$ cat src/rtl/snitch_vfpr_reader.sv
// snitch_vfpr_reader: in-order TCDM read streamer for the vector FP regfile.
// Define SNITCH_VFPR_READER_TRACE_EN to print request/response traces.
package snitch_vfpr_reader_pkg;

   typedef struct packed {
      logic [31:0] addr;
      logic        write;
      logic [3:0]  amo;
      logic [63:0] data;
      logic [7:0]  strb;
      logic        user;
   } tcdm_req_chan_t;

   typedef struct packed {
      logic           q_valid;
      tcdm_req_chan_t q;
   } tcdm_req_t;

   typedef struct packed {
      logic [63:0] data;
   } tcdm_rsp_chan_t;

   typedef struct packed {
      logic           q_ready;
      logic           p_valid;
      tcdm_rsp_chan_t p;
   } tcdm_rsp_t;

endpackage

module snitch_vfpr_reader #(
   parameter int unsigned DataWidth      = 64,
   parameter int unsigned AddrWidth      = 32,
   parameter int unsigned LenWidth       = 8,
   parameter int unsigned NumOutstanding = 4,
   parameter type tcdm_req_t = snitch_vfpr_reader_pkg::tcdm_req_t,
   parameter type tcdm_rsp_t = snitch_vfpr_reader_pkg::tcdm_rsp_t
) (
   input  logic                 clk_i,
   input  logic                 rst_i,
   input  logic                 cmd_valid_i,
   output logic                 cmd_ready_o,
   input  logic [AddrWidth-1:0] cmd_addr_i,
   input  logic [LenWidth-1:0]  cmd_len_i,
   output tcdm_req_t            rd_req_o,
   input  tcdm_rsp_t            rd_rsp_i,
   output logic [DataWidth-1:0] data_o,
   output logic                 data_valid_o,
   input  logic                 data_ready_i,
   output logic                 data_last_o,
   output logic                 busy_o
);

   localparam int unsigned BeatBytes = DataWidth / 8;
   localparam int unsigned CntW = $clog2(NumOutstanding + 1);
   localparam int unsigned PtrW =
      (NumOutstanding > 1) ? $clog2(NumOutstanding) : 1;

   localparam logic [AddrWidth-1:0] AddrStep =
      AddrWidth'(BeatBytes);
   localparam logic [AddrWidth-1:0] AddrMask =
      ~AddrWidth'(BeatBytes - 1);
   localparam logic [CntW:0] Credits =
      (CntW + 1)'(NumOutstanding);
   localparam logic [PtrW-1:0] PtrLast =
      PtrW'(NumOutstanding - 1);

   typedef enum logic [1:0] {
      IDLE,
      ISSUE,
      DRAIN
   } state_e;

   state_e               state_q;
   logic [AddrWidth-1:0] addr_q;
   logic [LenWidth-1:0]  remaining_q;
   logic [LenWidth-1:0]  len_q;
   logic [LenWidth-1:0]  beat_q;
   logic [CntW-1:0]      outstanding_q;
   logic [CntW-1:0]      fifo_cnt_q;
   logic [PtrW-1:0]      wptr_q;
   logic [PtrW-1:0]      rptr_q;
   logic [DataWidth-1:0] mem_q [NumOutstanding];

   logic [CntW:0] in_use;
   logic          q_valid;
   logic          req_hs;
   logic          rsp_push;
   logic          pop;
   logic          last_hs;

   function automatic logic [PtrW-1:0] ptr_inc(
      input logic [PtrW-1:0] p
   );
      return (p == PtrLast) ? '0 : p + PtrW'(1);
   endfunction

   // Buffered beats count against the credit too, so the FIFO can't overflow.
   assign in_use   = {1'b0, outstanding_q} + {1'b0, fifo_cnt_q};
   assign q_valid  = (state_q == ISSUE) && (in_use < Credits);
   assign req_hs   = q_valid && rd_rsp_i.q_ready;
   assign rsp_push = rd_rsp_i.p_valid && (outstanding_q != '0);

   assign data_valid_o = (fifo_cnt_q != '0);
   assign data_o       = data_valid_o ? mem_q[rptr_q] : '0;
   assign data_last_o  = data_valid_o && (beat_q == len_q);
   assign pop          = data_valid_o && data_ready_i;
   assign last_hs      = pop && data_last_o;

   assign cmd_ready_o = (state_q == IDLE);
   assign busy_o      = (state_q != IDLE);

   always_comb begin
      rd_req_o         = '0;
      rd_req_o.q_valid = q_valid;
      rd_req_o.q.addr  = addr_q;
   end

   always_ff @(posedge clk_i) begin
      if (rst_i) begin
         state_q       <= IDLE;
         addr_q        <= '0;
         remaining_q   <= '0;
         len_q         <= '0;
         beat_q        <= '0;
         outstanding_q <= '0;
         fifo_cnt_q    <= '0;
         wptr_q        <= '0;
         rptr_q        <= '0;
      end else begin
         if (pop) begin
            beat_q <= beat_q + LenWidth'(1);
            rptr_q <= ptr_inc(rptr_q);
         end
         if (rsp_push) begin
            wptr_q <= ptr_inc(wptr_q);
         end

         unique case (state_q)
            IDLE: begin
               if (cmd_valid_i) begin
                  addr_q      <= cmd_addr_i & AddrMask;
                  remaining_q <= cmd_len_i;
                  len_q       <= cmd_len_i;
                  beat_q      <= '0;
                  state_q     <= ISSUE;
               end
            end
            ISSUE: begin
               if (req_hs) begin
                  addr_q      <= addr_q + AddrStep;
                  remaining_q <= remaining_q - LenWidth'(1);
                  if (remaining_q == '0) begin
                     state_q <= DRAIN;
                  end
               end
            end
            DRAIN: begin
               if (last_hs) begin
                  state_q <= IDLE;
               end
            end
            default: state_q <= IDLE;
         endcase

         unique case ({req_hs, rsp_push})
            2'b10:   outstanding_q <= outstanding_q + CntW'(1);
            2'b01:   outstanding_q <= outstanding_q - CntW'(1);
            default: outstanding_q <= outstanding_q;
         endcase

         unique case ({rsp_push, pop})
            2'b10:   fifo_cnt_q <= fifo_cnt_q + CntW'(1);
            2'b01:   fifo_cnt_q <= fifo_cnt_q - CntW'(1);
            default: fifo_cnt_q <= fifo_cnt_q;
         endcase
      end
   end

   // Storage needs no reset: the head is masked whenever the FIFO is empty.
   always_ff @(posedge clk_i) begin
      if (rsp_push) begin
         mem_q[wptr_q] <= rd_rsp_i.p.data;
      end
   end

`ifdef SNITCH_VFPR_READER_TRACE_EN
   always_ff @(posedge clk_i) begin
      if (!rst_i && req_hs) begin
         $display("- rd: [%h]", addr_q);
      end
      if (!rst_i && rsp_push) begin
         $display("- rd rsp: %h", rd_rsp_i.p.data);
      end
   end
`else
`endif

endmodule

$ cat config.mk
export PLATFORM = sky130hd
export DESIGN_NAME = snitch_vfpr_reader
export DESIGN_NICKNAME = d
export VERILOG_FILES = /design/src/rtl/snitch_vfpr_reader.sv
export SDC_FILE = /design/constraint.sdc
export NUM_CORES = 1
export LEC_CHECK = 0
export BUFFER_PORTS_ARGS = -buffer_cell sky130_fd_sc_hd__buf_4
export CORE_ASPECT_RATIO = 1.75
export CORE_MARGIN = 4
export CORE_UTILIZATION = 59
export CTS_BUF_LIST = sky130_fd_sc_hd__clkbuf_4 sky130_fd_sc_hd__clkbuf_8 sky130_fd_sc_hd__clkbuf_16
export CTS_CLUSTER_SIZE = 16
export DETAILED_ROUTE_END_ITERATION = 6
export GPL_TIMING_DRIVEN = 0
export PLACE_DENSITY_LB_ADDON = 0.25
export SETUP_SLACK_MARGIN = 0.5
export SLEW_MARGIN = 25
export SYNTH_ARGS = -nofsm -noshare
export SYNTH_HDL_FRONTEND = slang
export SYNTH_SLANG_ARGS = --single-unit
$ cat constraint.sdc
create_clock -name clk_i -period 7.9 [get_ports clk_i]
set_clock_uncertainty 0.1 [all_clocks]
set_input_delay 1.185 -clock clk_i [delete_from_list [all_inputs] [get_ports clk_i]]
set_output_delay 1.185 -clock clk_i [all_outputs]
set_load 0.01 [all_outputs]
# == Word-level counts from Yosys, hierarchy flattened ==
# Memory sizes are Yosys's and may differ from the RTL's. A register that Yosys moved wholly into a read port is not among the register bits.
# Cells that the tools add are included.
# word_totals
ff_bits,68
ramBits,256
inputBits,110
output_inout_bits,179
wordCells,74
n_memories,1
# memory_table
memory,depth,word_bits,rd,rd_ports_with_merged_regs,write_ports,line_no,source
mem_q,4,64,1,1,1,83,logic [DataWidth-1:0] mem_q [NumOutstanding];
# classes
addsub,10
magnitude_cmp,1
eq_ne,13
n_mux,23
reduce_logical,17
# op_table
op,count
2-to-1 mux 32 bit,2
2-to-1 mux 64 bit,1
one-hot mux 32 bit (2 select lines),1
2-to-1 mux 8 bit,5
"adder 32 x 4 -> 32 bit, second input constant",1
2-to-1 mux 2 bit,8
one-hot mux 8 bit (2 select lines),1
one-hot mux 3 bit (2 select lines),2
"equality test 2 bit, second input constant",5
"adder 8 x 1 -> 8 bit, second input constant",1
equality test 8 bit,1
logical NOT 8 bit,1
nonzero test 2 bit,4
"subtractor 8 x 1 -> 8 bit, second input constant",1
"adder 3 x 1 -> 3 bit, second input constant",2
"equality test 2 x 1 -> 1 bit, second input constant",3
logical AND 1 bit,6
"inequality test 2 bit, second input constant",3
one-hot mux 2 bit (3 select lines),1
nonzero test 3 bit,2
"subtractor 3 x 1 -> 3 bit, second input constant",2
"adder 2 x 1 -> 2 bit, second input constant",2
adder 3 x 3 -> 4 bit,1
"less-than comparator 4 x 3 -> 1 bit, second input constant",1
other kinds (6),7

# == Depth between registers and ports, before layout ==
# depth
ltp_word,6
depth_mapped,10
depth_no_buf,10

# == Worst setup path before layout ==
# No wires, ideal clock.
# synth_path
path_type,input port to flip-flop
start,in rd_rsp_i[64] in the netlist's numbering
end,"mem mem_q[0][0], enable pin"
setup_ns,0.429
arrival_ns,2.962
t_required_ns,7.371
slack_ns,4.409
stages,3
path_cell_list,o31ai_1 -> inv_1 -> and2_1
# synth_via
elab_chain_cells,3
# synth_rtl
item,line_no,source
start: declaration,46,"input tcdm_rsp_t rd_rsp_i,"
logical AND 1 bit,102,assign rsp_push = rd_rsp_i.p_valid && (outstanding_q != '0);
net rsp_push,88,logic rsp_push;
2-to-1 mux 1 bit,182,if (rsp_push) begin
2-to-1 mux 1 bit (implied by the code),183,mem_q[wptr_q] <= rd_rsp_i.p.data;
end: declaration,83,
# The timed path passes the listed nets, and every way through them passes these cells.

==> results.md <==
- Commonest non-fill, non-tap cell in the layout: buf_4
- Clock slew at reported path FFs: 0.07 ns
- Synth Flop Type: edfxtp_1
- Fmax: 248 MHz
- Layout cells sized above 1: 32.9%
- P_sw: 1.31 mW
- Final wirelength: 33.5 mm
- Num CTS Buffers: 27
- Largest net degree at the start of global routing: 36
- Crit-path cells: clkbuf_1, buf_2, mux4_2, and2_1, buf_4
- Setup Viol. Count Final: 0
- Leading area contributor after synthesis: edfxtp_1
- Worst hold start: len_q[4]
- Total leakage power: 6.49 nW
- Endpoints failing hold: 0
- Number of synthesized register bits: 323
- Initial drt markers: 530
- Die W: 125 um
- Worst EP required: 6.61 ns
- Placeable Area: 23,400 um^2
- Global-route wire length before repair: 51.2 mm
- Outcome: finished clean
- DR DRC count: 0
- Vias per cell: 5.51
- R2r endpoint: addr_q[21]
- TritonRoute pass-1 iters: 5
- IO Pins: 289
- Power Dens Cells: 269 nW/um^2
- Slowest Stage Delay on Critical Path: 0.56 ns
- Asr flop ratio synth: 0%
- Synth warnings: 0
- Tmin final: 4.03 ns
- Post-synth top area share: 54.7%
- Fin Setup TNS: 0 ns
- Initial Util: 60.0%
- Seq/Total Area, Yosys: 64.3%
- CTS resizes: 0
- CP Max Fanout: 10
- Initial antenna violation count: 1
- Max Cap Viol: 0
- Clk sinks: 323
- GRT overflow: 0
- Count of cell types in the netlist: 64
- Combinational share of power: 26.9%
- Hold depth: 2
- DIE AREA: 26,400 um^2
- R2R cell count: 7
- Kind of critical path: reg -> out
- CTS Root Cell: clkbuf_16
- Worst R2R Start: addr_q[3]
- Std cell rows: 74
- VDD IR max: 190 uV
- HP Class: reg -> reg
- Sw frac: 28.3%
- Syn Area/Cell: 14.3 um^2
- Flop2flop setup slack: 5.09 ns
- Post-route ant nets: 0
- Flop pwr share: 44.4%
- Startpoint types: flip-flop
- Post-route insts no fill: 1,626
- Final Net Count: 1,425
- Critical path arrival: 2.74 ns
- Dominant cells by area after synthesis: edfxtp_1, mux4_2, dfxtp_1
- Total GRT Usage: 24.9%
- H-Tree Level Count: 1
- # port buffers: 204
- Pins Over Slew Limit: 0
- DR WL/cell: 20.6 um
- Area delta synth->final: 22.9%
- Placed cells: 1,575
- Design area: 17,300 um^2
- Most frequent cells in the layout: buf_4, edfxtp_1, conb_1
- Unrepaired setup endpoints after global routing: false
- Worst skew pair latency: 0.54 ns
- Cells after Synth: 983
- Hold Path Sink: len_q[4]
- Post-detail-place hpwl: 24.2 mm
- CP Capture Type: primary output
- TritonCTS clock tree: built
- Clock share of power: 28.8%
- Clock Path Buffers: 3
- Rel. slew slack: 36.8%
- Cell area after synthesis: 14,000 um^2
- Layout Utilization: 73.7%
- CTS Hold Bufs: 0
- Post-route clock period utilization: 51.0%
- Hold slack: 0.367 ns
- Vias in the first global route: 9,244
- Via count: 8,956
- Final Wtd Congestion: 0.959
- Vert. Die Dim: 212 um
- Worst-Margin Slew: 0.940 ns
- Slowest stage cell, crit path: mux4_2
- Post-DP Area: 16,400 um^2
- Postcts setup bufs: 0
- Post-synth EDFFs: 256
- Int Pwr: 3.33 mW
==> worst max-delay path, delay by kind of cell, from the launching register on <==
kind / cells / cell delay, ns
flops: 1 / 0.33
mux: 1 / 0.56
simple gates: 1 / 0.20
buf+inv: 3 / 1.11
==> cells by family (layout without fill, tap and decap cells) <==
| logic type | Yosys count | in the layout | share of synthesized area [%] |
|---|---|---|---|
| mux | 65 | 65 | 10.3 |
| xor+xnor | 19 | 19 | 1.18 |
| buf+inv | 159 | 417 | 6.65 |
| fa+ha+maj | 15 | 15 | 1.44 |
| other cells | 1 | 82 | 0.0267 |
| compound gates | 129 | 129 | 5.97 |
| flops | 323 | 323 | 64.3 |
| simple gates | 272 | 272 | 10.1 |
==> synthesized netlist by cell type (2+ instances only) <==
library cell / instances
nor4b_1: 3
dfxtp_1: 67
a22oi_1: 5
a31oi_1: 5
inv_1: 24
o211ai_1: 2
mux4_2: 64
a21oi_1: 46
edfxtp_1: 256
or3_1: 5
nand3b_1: 3
buf_2: 12
nor2_1: 51
fa_1: 2
nor4_1: 8
nor3_1: 14
or2_2: 2
xor2_1: 12
xnor2_1: 7
nand2_1: 58
o21ai_0: 27
nand4_1: 13
a311oi_1: 2
a22o_1: 5
o32ai_1: 5
clkbuf_1: 35
buf_4: 86
a32oi_1: 2
o31a_1: 5
and3_1: 5
nand2b_1: 3
ha_1: 13
a211oi_1: 5
nand3_1: 24
a21o_1: 3
o22ai_1: 3
and2_1: 74
==> power groups by stage <==
stage	sequential (mW)	clock (mW)	combinational, mW
6_report	2.06	1.34	1.25
5_1_grt	2.07	1.42	1.36
3_5_place_dp	2.09	0	1.26
4_1_cts	2.06	1.35	1.26
3_3_place_gp	2.10	0	1.23
2_1_floorplan	2.09	0	0.728
==> sequential cells by signal (all words and copies together), names as in the netlist, named ones only <==
name / count
wptr_q: 2
state_q: 2
outstanding_q: 3
mem_q: 256
remaining_q: 8
beat_q: 8
fifo_cnt_q: 3
len_q: 8
rptr_q: 2
addr_q: 29
==> worst max path at each step <==
stage	endpoint	slack, ns
3_3_place_gp	mem_q[1][26]	3.09
6_report	data_o[46]	3.87
4_1_cts	data_o[46]	3.82
5_1_grt	data_o[46]	3.66
3_5_place_dp	data_o[46]	4.40
2_1_floorplan	mem_q[0][0]	4.41
==> layer usage <==
layer  vias up  global-route usage [%]  wire length [um]
li1       4156                       -                 -
met2       356                    48.0             18500
met1      4359                    26.3             11200
met5         -                       0                 0
met4         0                    11.8              1600
met3        85                    4.02              2120
==> stage by stage <==
step	setup slack, ns	power (mW)
finish	3.87	4.64
global route	3.66	4.85
CTS	3.82	4.67
detailed placement	4.40	3.35
global placement	3.09	3.33
floorplan	4.41	2.81
==> area by class of cell <==
class | count | area (um^2)
sequential | 323 | 9030
clock buffer | 37 | 800
tap | 304 | 380
timing repair buffer | 208 | 1610
clock inverter | 13 | 101
fill | 1583 | 6160
buffer | 134 | 841
inverter | 25 | 93.8
multi-input combinational | 581 | 4400
antenna | 1 | 2.50
(Power assumes the default switching activity.)
